--- src/rtl/uart_tx_fifo_feeder.sv ---
// uart_tx_fifo_feeder: byte FIFO that hands one byte per frame to a UART TX
// serializer and issues a one-cycle start pulse for each frame.
//
// Ports:
//   clk                 sole clock, rising edge
//   rst_n               synchronous active-low reset
//   wr_en, wr_data      host write strobe and byte (one byte per cycle)
//   flush               empties the FIFO; a frame already started is unaffected
//   clr_overflow        clears the sticky overflow flag
//   cfg_channel_enable  channel enable shared with the serializer
//   is_transmitting     serializer busy flag
//   tx_byte             byte presented to the serializer, held until next pop
//   transmit            one-cycle start pulse to the serializer
//   fifo_full/empty     FIFO status, decoded from fifo_level
//   fifo_level          entries held, 0..DEPTH
//   overflow            sticky flag, set by a write while full
//   tx_busy             high while a frame is being handed off or in progress
module uart_tx_fifo_feeder #(
  parameter int unsigned DEPTH = 16,
  parameter int unsigned AW    = 4
) (
  input  logic          clk,
  input  logic          rst_n,
  input  logic          wr_en,
  input  logic [7:0]    wr_data,
  input  logic          flush,
  input  logic          clr_overflow,
  input  logic          cfg_channel_enable,
  input  logic          is_transmitting,
  output logic [7:0]    tx_byte,
  output logic          transmit,
  output logic          fifo_full,
  output logic          fifo_empty,
  output logic [AW:0]   fifo_level,
  output logic          overflow,
  output logic          tx_busy
);

  localparam int unsigned LW = AW + 1;

  typedef enum logic [1:0] {
    IDLE      = 2'd0,
    WAIT_BUSY = 2'd1,
    WAIT_DONE = 2'd2
  } state_t;

  state_t          state;
  state_t          state_nxt;
  logic            transmit_nxt;

  logic [7:0]      mem [DEPTH];
  logic [AW-1:0]   wr_ptr;
  logic [AW-1:0]   rd_ptr;

  logic            pop;
  logic            push;
  logic            drop;

  // Status decoded from the registered level counter
  assign fifo_full  = (fifo_level == LW'(DEPTH));
  assign fifo_empty = (fifo_level == '0);
  assign tx_busy    = (state != IDLE);

  // A pop frees a slot in the same cycle, so a write at full is accepted
  // when it coincides with a pop. Flush suppresses both.
  assign pop  = (state == IDLE) && !fifo_empty && cfg_channel_enable &&
                !is_transmitting && !flush;
  assign push = wr_en && !flush && (!fifo_full || pop);
  assign drop = wr_en && !flush && fifo_full && !pop;

  // Storage array; contents are don't-care after reset
  always_ff @(posedge clk) begin
    if (push) begin
      mem[wr_ptr] <= wr_data;
    end
  end

  // Pointers, level, overflow and the presented byte
  always_ff @(posedge clk) begin
    if (!rst_n) begin
      wr_ptr     <= '0;
      rd_ptr     <= '0;
      fifo_level <= '0;
      overflow   <= 1'b0;
      tx_byte    <= 8'h00;
    end else begin
      if (flush) begin
        wr_ptr     <= '0;
        rd_ptr     <= '0;
        fifo_level <= '0;
      end else begin
        if (push) begin
          wr_ptr <= wr_ptr + AW'(1);
        end
        if (pop) begin
          rd_ptr <= rd_ptr + AW'(1);
        end
        case ({push, pop})
          2'b10:   fifo_level <= fifo_level + LW'(1);
          2'b01:   fifo_level <= fifo_level - LW'(1);
          default: fifo_level <= fifo_level;
        endcase
      end

      // A dropped write wins over a coincident clear
      if (drop) begin
        overflow <= 1'b1;
      end else if (clr_overflow) begin
        overflow <= 1'b0;
      end

      if (pop) begin
        tx_byte <= mem[rd_ptr];
      end
    end
  end

  // FSM state and start-pulse register
  always_ff @(posedge clk) begin
    if (!rst_n) begin
      state    <= IDLE;
      transmit <= 1'b0;
    end else begin
      state    <= state_nxt;
      transmit <= transmit_nxt;
    end
  end

  // Next-state logic; the start pulse is only raised on the pop edge
  always_comb begin
    state_nxt    = state;
    transmit_nxt = 1'b0;
    case (state)
      IDLE: begin
        if (pop) begin
          state_nxt    = WAIT_BUSY;
          transmit_nxt = 1'b1;
        end
      end
      WAIT_BUSY: begin
        if (!cfg_channel_enable) begin
          state_nxt = IDLE;
        end else if (is_transmitting) begin
          state_nxt = WAIT_DONE;
        end
      end
      WAIT_DONE: begin
        if (!cfg_channel_enable || !is_transmitting) begin
          state_nxt = IDLE;
        end
      end
      default: begin
        state_nxt = IDLE;
      end
    endcase
  end

endmodule

--- config.mk ---
export PLATFORM = sky130hd
export DESIGN_NAME = uart_tx_fifo_feeder
export DESIGN_NICKNAME = d
export VERILOG_FILES = /design/src/rtl/uart_tx_fifo_feeder.sv
export SDC_FILE = /design/constraint.sdc
export NUM_CORES = 1
export LEC_CHECK = 0
export BUFFER_PORTS_ARGS = -buffer_cell sky130_fd_sc_hd__buf_2
export CAP_MARGIN = 25
export CORE_UTILIZATION = 40
export CTS_CLUSTER_SIZE = 24
export DETAILED_ROUTE_END_ITERATION = 16
export SYNTH_ARGS = -nofsm -noshare
export SYNTH_HDL_FRONTEND = slang
export SYNTH_SLANG_ARGS = --single-unit
--- constraint.sdc ---
create_clock -name clk -period 4.5 [get_ports clk]
set_input_delay 0.9 -clock clk [delete_from_list [all_inputs] [get_ports clk]]
set_output_delay 0.9 -clock clk [all_outputs]
set_load 0.005 [all_outputs]
Word level (Yosys, flattened, before mapping). Memories as Yosys holds them, arrays and structs flattened. A register that Yosys moved wholly into a read port is not among the register bits. Index checks and enable logic that the tools add are counted.

Flip-flop bits (word level): 17. RAM bits: 128. Input port bits: 15. Memories: 1.

$add $sub $neg: 4. Eq/ne operators: 8. Muxes and demuxes: 11. Bitwise operators: 1. Reductions and logical operators: 25.

Memories: mem (depth 16, width 8, rd ports 1, clocked after Yosys merged registers in 1, wr ports 1, line 51) `logic [7:0] mem [DEPTH];`.

Operators with widths (count): one-hot mux 5 bit (2 select lines) (1); adder 4 x 1 -> 4 bit (second input constant) (2); logical AND 1 bit (8); two-way mux 2 bit (4); logical NOT 1 bit (7); one-hot mux 2 bit (3 select lines) (1); nonzero test 2 bit (3); adder 5 x 1 -> 5 bit (second input constant) (1); == test 5 bit (second input constant) (1); logical NOT 5 bit (1); two-way mux 1 bit (5); subtractor 5 x 1 -> 5 bit (second input constant) (1); == test 2 x 1 -> 1 bit (second input constant) (2); == test 2 bit (second input constant) (2); inequality test 2 bit (second input constant) (2); inequality test 3 bit (second input constant) (1); AND reduction 3 bit (1); logical NOT 2 bit (1); logical OR 1 bit (2); AND reduction 2 bit (1); OR reduction 2 bit (1); NOT 1 bit (1).

Logic depth before layout (Yosys ltp).
Depth after elaboration: 10. Gate-level depth with buffers: 8. Mapped depth without buffers: 7.

Least setup slack after synthesis. No wires, ideal clock.

Path kind: input -> register. From: in is_transmitting. To: reg fifo_level[4]. Arrival: 3.328 ns. Data required time: 4.435 ns. Slack: 1.107 ns. Stages: 8. Cell sequence: or4b_1 buf_2 a2111oi_4 ha_1 a21o_1 a21oi_1 mux4_2 nor2_1.

Word-level cells in the longest chain between the ends: 7. Elaborated cells on any way between the ends: 9.

Ends and longest elaborated chain: start: declaration (line 29) `input logic is_transmitting,`; logical NOT 1 bit * (line 67) `!is_transmitting && !flush;`; logical AND 1 bit * (line 66) `assign pop = (state == IDLE) && !fifo_empty && cfg_channel_enable &&`; logical AND 1 bit * (line 67); logical OR 1 bit (line 68) `assign push = wr_en && !flush && (!fifo_full || pop);`; logical AND 1 bit (line 68); == test 2 x 1 -> 1 bit or == test 2 bit (tied branches) (line 98) `case ({push, pop})`; one-hot mux 5 bit (2 select lines) or nonzero test 2 bit (tied branches); end signal: assignment (line 99) `2'b10: fifo_level <= fifo_level + LW'(1);`; end signal: assignment (line 100) `2'b01: fifo_level <= fifo_level - LW'(1);`; end signal: assignment (line 101) `default: fifo_level <= fifo_level;`; end: declaration (line 34) `output logic [AW:0] fifo_level,`.

Mark *: on every way between the ends. The rest lies on a longest branch, timed or not. A chain may end at the register's enable or synchronous reset.

Worst setup path in the final report. Same ends and word-level chain as after synthesis.

==> flow_summary.ini <==
[run_status]
status = finished clean

[final_layout]
synthToLayoutAreaGrowth_pct = 15.8
layout.nets = 446
n_fill_cell = 1304
utilization_pct = 47.3
drive_gt1_share_pct = 21.8
layoutNonFillerInstCount = 623
diodes = 0

[timing]
fin_crit_ns = 3.43
finalSetupViolCount = 0
setup-tns-final_ns = 0
slew_headroom_pct = 46.2
post-route-period-util_pct = 76.3
slew_violations = 0
tightestPinTransition_ns = 0.803
finalHoldViolCount = 0
fin_skew_ns = 0.00902
fmax_mhz = 291
rsz0062_at_grt = no

[yosys]
yosysTopAreaCell = edfxtp_1
ys_dominant_reg_cell = edfxtp_1
async_reset_ff_share_pct = 0
ys_seq_area_share_pct = 69.9
synth_area_sq_um = 6210
synth_common_cells = edfxtp_1 (128), mux2i_1 (38), dfxtp_1 (25)
ys_seq_elements = 153
synth_edf_count = 128
syn_nets = 410
yosysWarnings = 0
ys_types = 49
netlist_instances = 386
yosys.area.top_type_share_pct = 61.9
yosysMostFrequentCell = edfxtp_1
avgSynthCellArea_sq_um = 16.1
synth_area_leaders = edfxtp_1 (62%), dfxtp_1 (8.1%), mux4_2 (6.2%)

[clocking]
post_cts_resized = 0
clockRootBuffer = clkbuf_16
cts_buffers = 17
cts_hold_buf = 0
tritoncts = done
clock_sink_count = 153
path_clk_slew_ns = 0.06
postCtsSetupBuffers = 0
h-tree-depth = 4
worstSkewPairLatency_ns = 0.42
cts_buffer_depth = 2

[global_route]
grt_max_degree = 29
antenna_found_initial = 0
grt_overflow = 0
grt_pass1_vias = 3364
grt_pass1_wl_mm = 19.3
grt.total_usage_pct = 16.9

[power_and_ir_drop]
p_per_area_nw_per_um2 = 430
ir_worst_vdd_v = 0.000299
swShare_pct = 19.2
p_seq_share_pct = 49.9
power.switching_uw = 592
p_comb_share_pct = 2.3
p_int_uw = 2500
p_clk_share_pct = 47.8
p_leak_uw = 0.00233

[worst_setup_path]
cp.required_ns = 4.85
crit_fanout = 8
rr_startpoint = state[1]
path_class = input pin to flip-flop
arrival_ns = 3.78
cp-end-kind = flip-flop
timing.rr.end = fifo_level[4]
rrSetupSlack_ns = 1.25
ff2ff_path_depth = 7
startpoint_type = input pin
startpoint = is_transmitting

[floorplan]
coreArea_sq_um = 15200
rows = 45
dieArea_sq_um = 16000
pin_count = 33
die_y_um = 127
die_x_um = 127
start_util_pct = 40.9

[routing]
via_per_inst = 5.47
drcViolationCount = 0
num_vias = 3408
wl_per_cell_um = 20.1
ant_nets = 0
dr.pass1.iters = 5
drtIter0Drc = 184
wirelength_mm = 12.5

[placed_design]
dp_cells = 591
gp_congestion = 0.808
portBuffers = 32
hpwl_mm = 8.25

[hold_path]
min_from = overflow
min_path_type = flip-flop to flip-flop
worstHoldPathCells = 2
min_to = overflow

[flow_run]
max_cap_viol_count = 0
==> final cells by class <==
| class | count | area, sq um | area share [%] |
|---|---|---|---|
| clock inverter | 12 | 175 | 2.43 |
| timing repair buffer | 39 | 213 | 2.96 |
| multi-input combinational | 207 | 1770 | 24.5 |
| sequential | 153 | 4350 | 60.4 |
| clock buffer | 20 | 447 | 6.21 |
| inverter | 4 | 15.0 | 0.209 |
| tap | 188 | 235 | 3.27 |
==> cells by family (layout without fill, tap and decap cells) <==
| logic type | count (synthesis) | count (layout) | synth area share (%) |
|---|---|---|---|
| simple gates | 81 | 81 | 6.85 |
| mux | 55 | 55 | 12.3 |
| fa+ha+maj | 9 | 9 | 1.93 |
| compound gates | 58 | 58 | 6.81 |
| buf+inv | 26 | 75 | 1.65 |
| flops | 153 | 153 | 69.9 |
| xor+xnor | 4 | 4 | 0.564 |
==> worst max-delay path: stages <==
cell,delay [ns]
buf_2,0.12
or4b_1,0.69
a2111oi_4,0.64
ha_1,0.39
a21o_1,0.19
a21oi_1,0.22
mux4_2,0.54
nor2_1,0.09
==> state kept, by name, indices dropped and copies added (netlist names) <==
| name | flops |
|---|---|
| mem | 128 |
| fifo_level | 5 |
| tx_byte | 8 |
| wr_ptr | 4 |
| rd_ptr | 4 |
| overflow | 1 |
| state | 2 |
| transmit | 1 |
==> power groups by stage <==
stage | clock network (uW) | registers [uW] | logic, uW
4_1_cts | 1510 | 1540 | 72.0
3_3_place_gp | 0 | 1570 | 69.8
6_report | 1480 | 1540 | 71.0
5_1_grt | 1550 | 1540 | 78.4
2_1_floorplan | 0 | 1570 | 31.0
3_5_place_dp | 0 | 1570 | 71.8
==> metal layers <==
metal,track usage [%],vias up,wire [um]
li1,-,1588,-
met1,22.2,1713,5600
met2,26.6,99,6040
met3,4.72,8,723
met4,7.09,0,154
met5,0,-,0
==> worst max-delay path by stage <==
| stage | end | slack, ns | cells past startpoint |
|---|---|---|---|
| floorplan | fifo_level[4] | 1.11 | 8 |
| global placement | fifo_level[4] | 0.78 | 8 |
| detailed placement | fifo_level[4] | 0.72 | 8 |
| CTS | fifo_level[4] | 1.10 | 8 |
| global route | fifo_level[4] | 0.96 | 8 |
| finish | fifo_level[4] | 1.07 | 8 |
==> stage by stage <==
stage	power, uW	setup WS [ns]	hold slack (ns)	instance area [sq um]
finish	3090	1.07	0.477	7200
global route	3170	0.959	0.500	7200
CTS	3120	1.10	0.480	7200
detailed placement	1640	0.722	0.472	6580
global placement	1640	0.775	0.466	6580
floorplan	1600	1.11	0.470	6210
==> layout by cell type (no fill, tap or decap), drive strengths merged, types with 7 or more instances in the layout <==
cell type,instances
o22ai,16
clkbuf,20
dfxtp,25
mux2i,38
buf,39
o21ai,10
edfxtp,128
a31oi,8
clkinv,7
nand2,24
a211oi,9
mux4,17
nor2,19
nor3,7
ha,8
No activity file was read; power rests on OpenSTA's default activity.
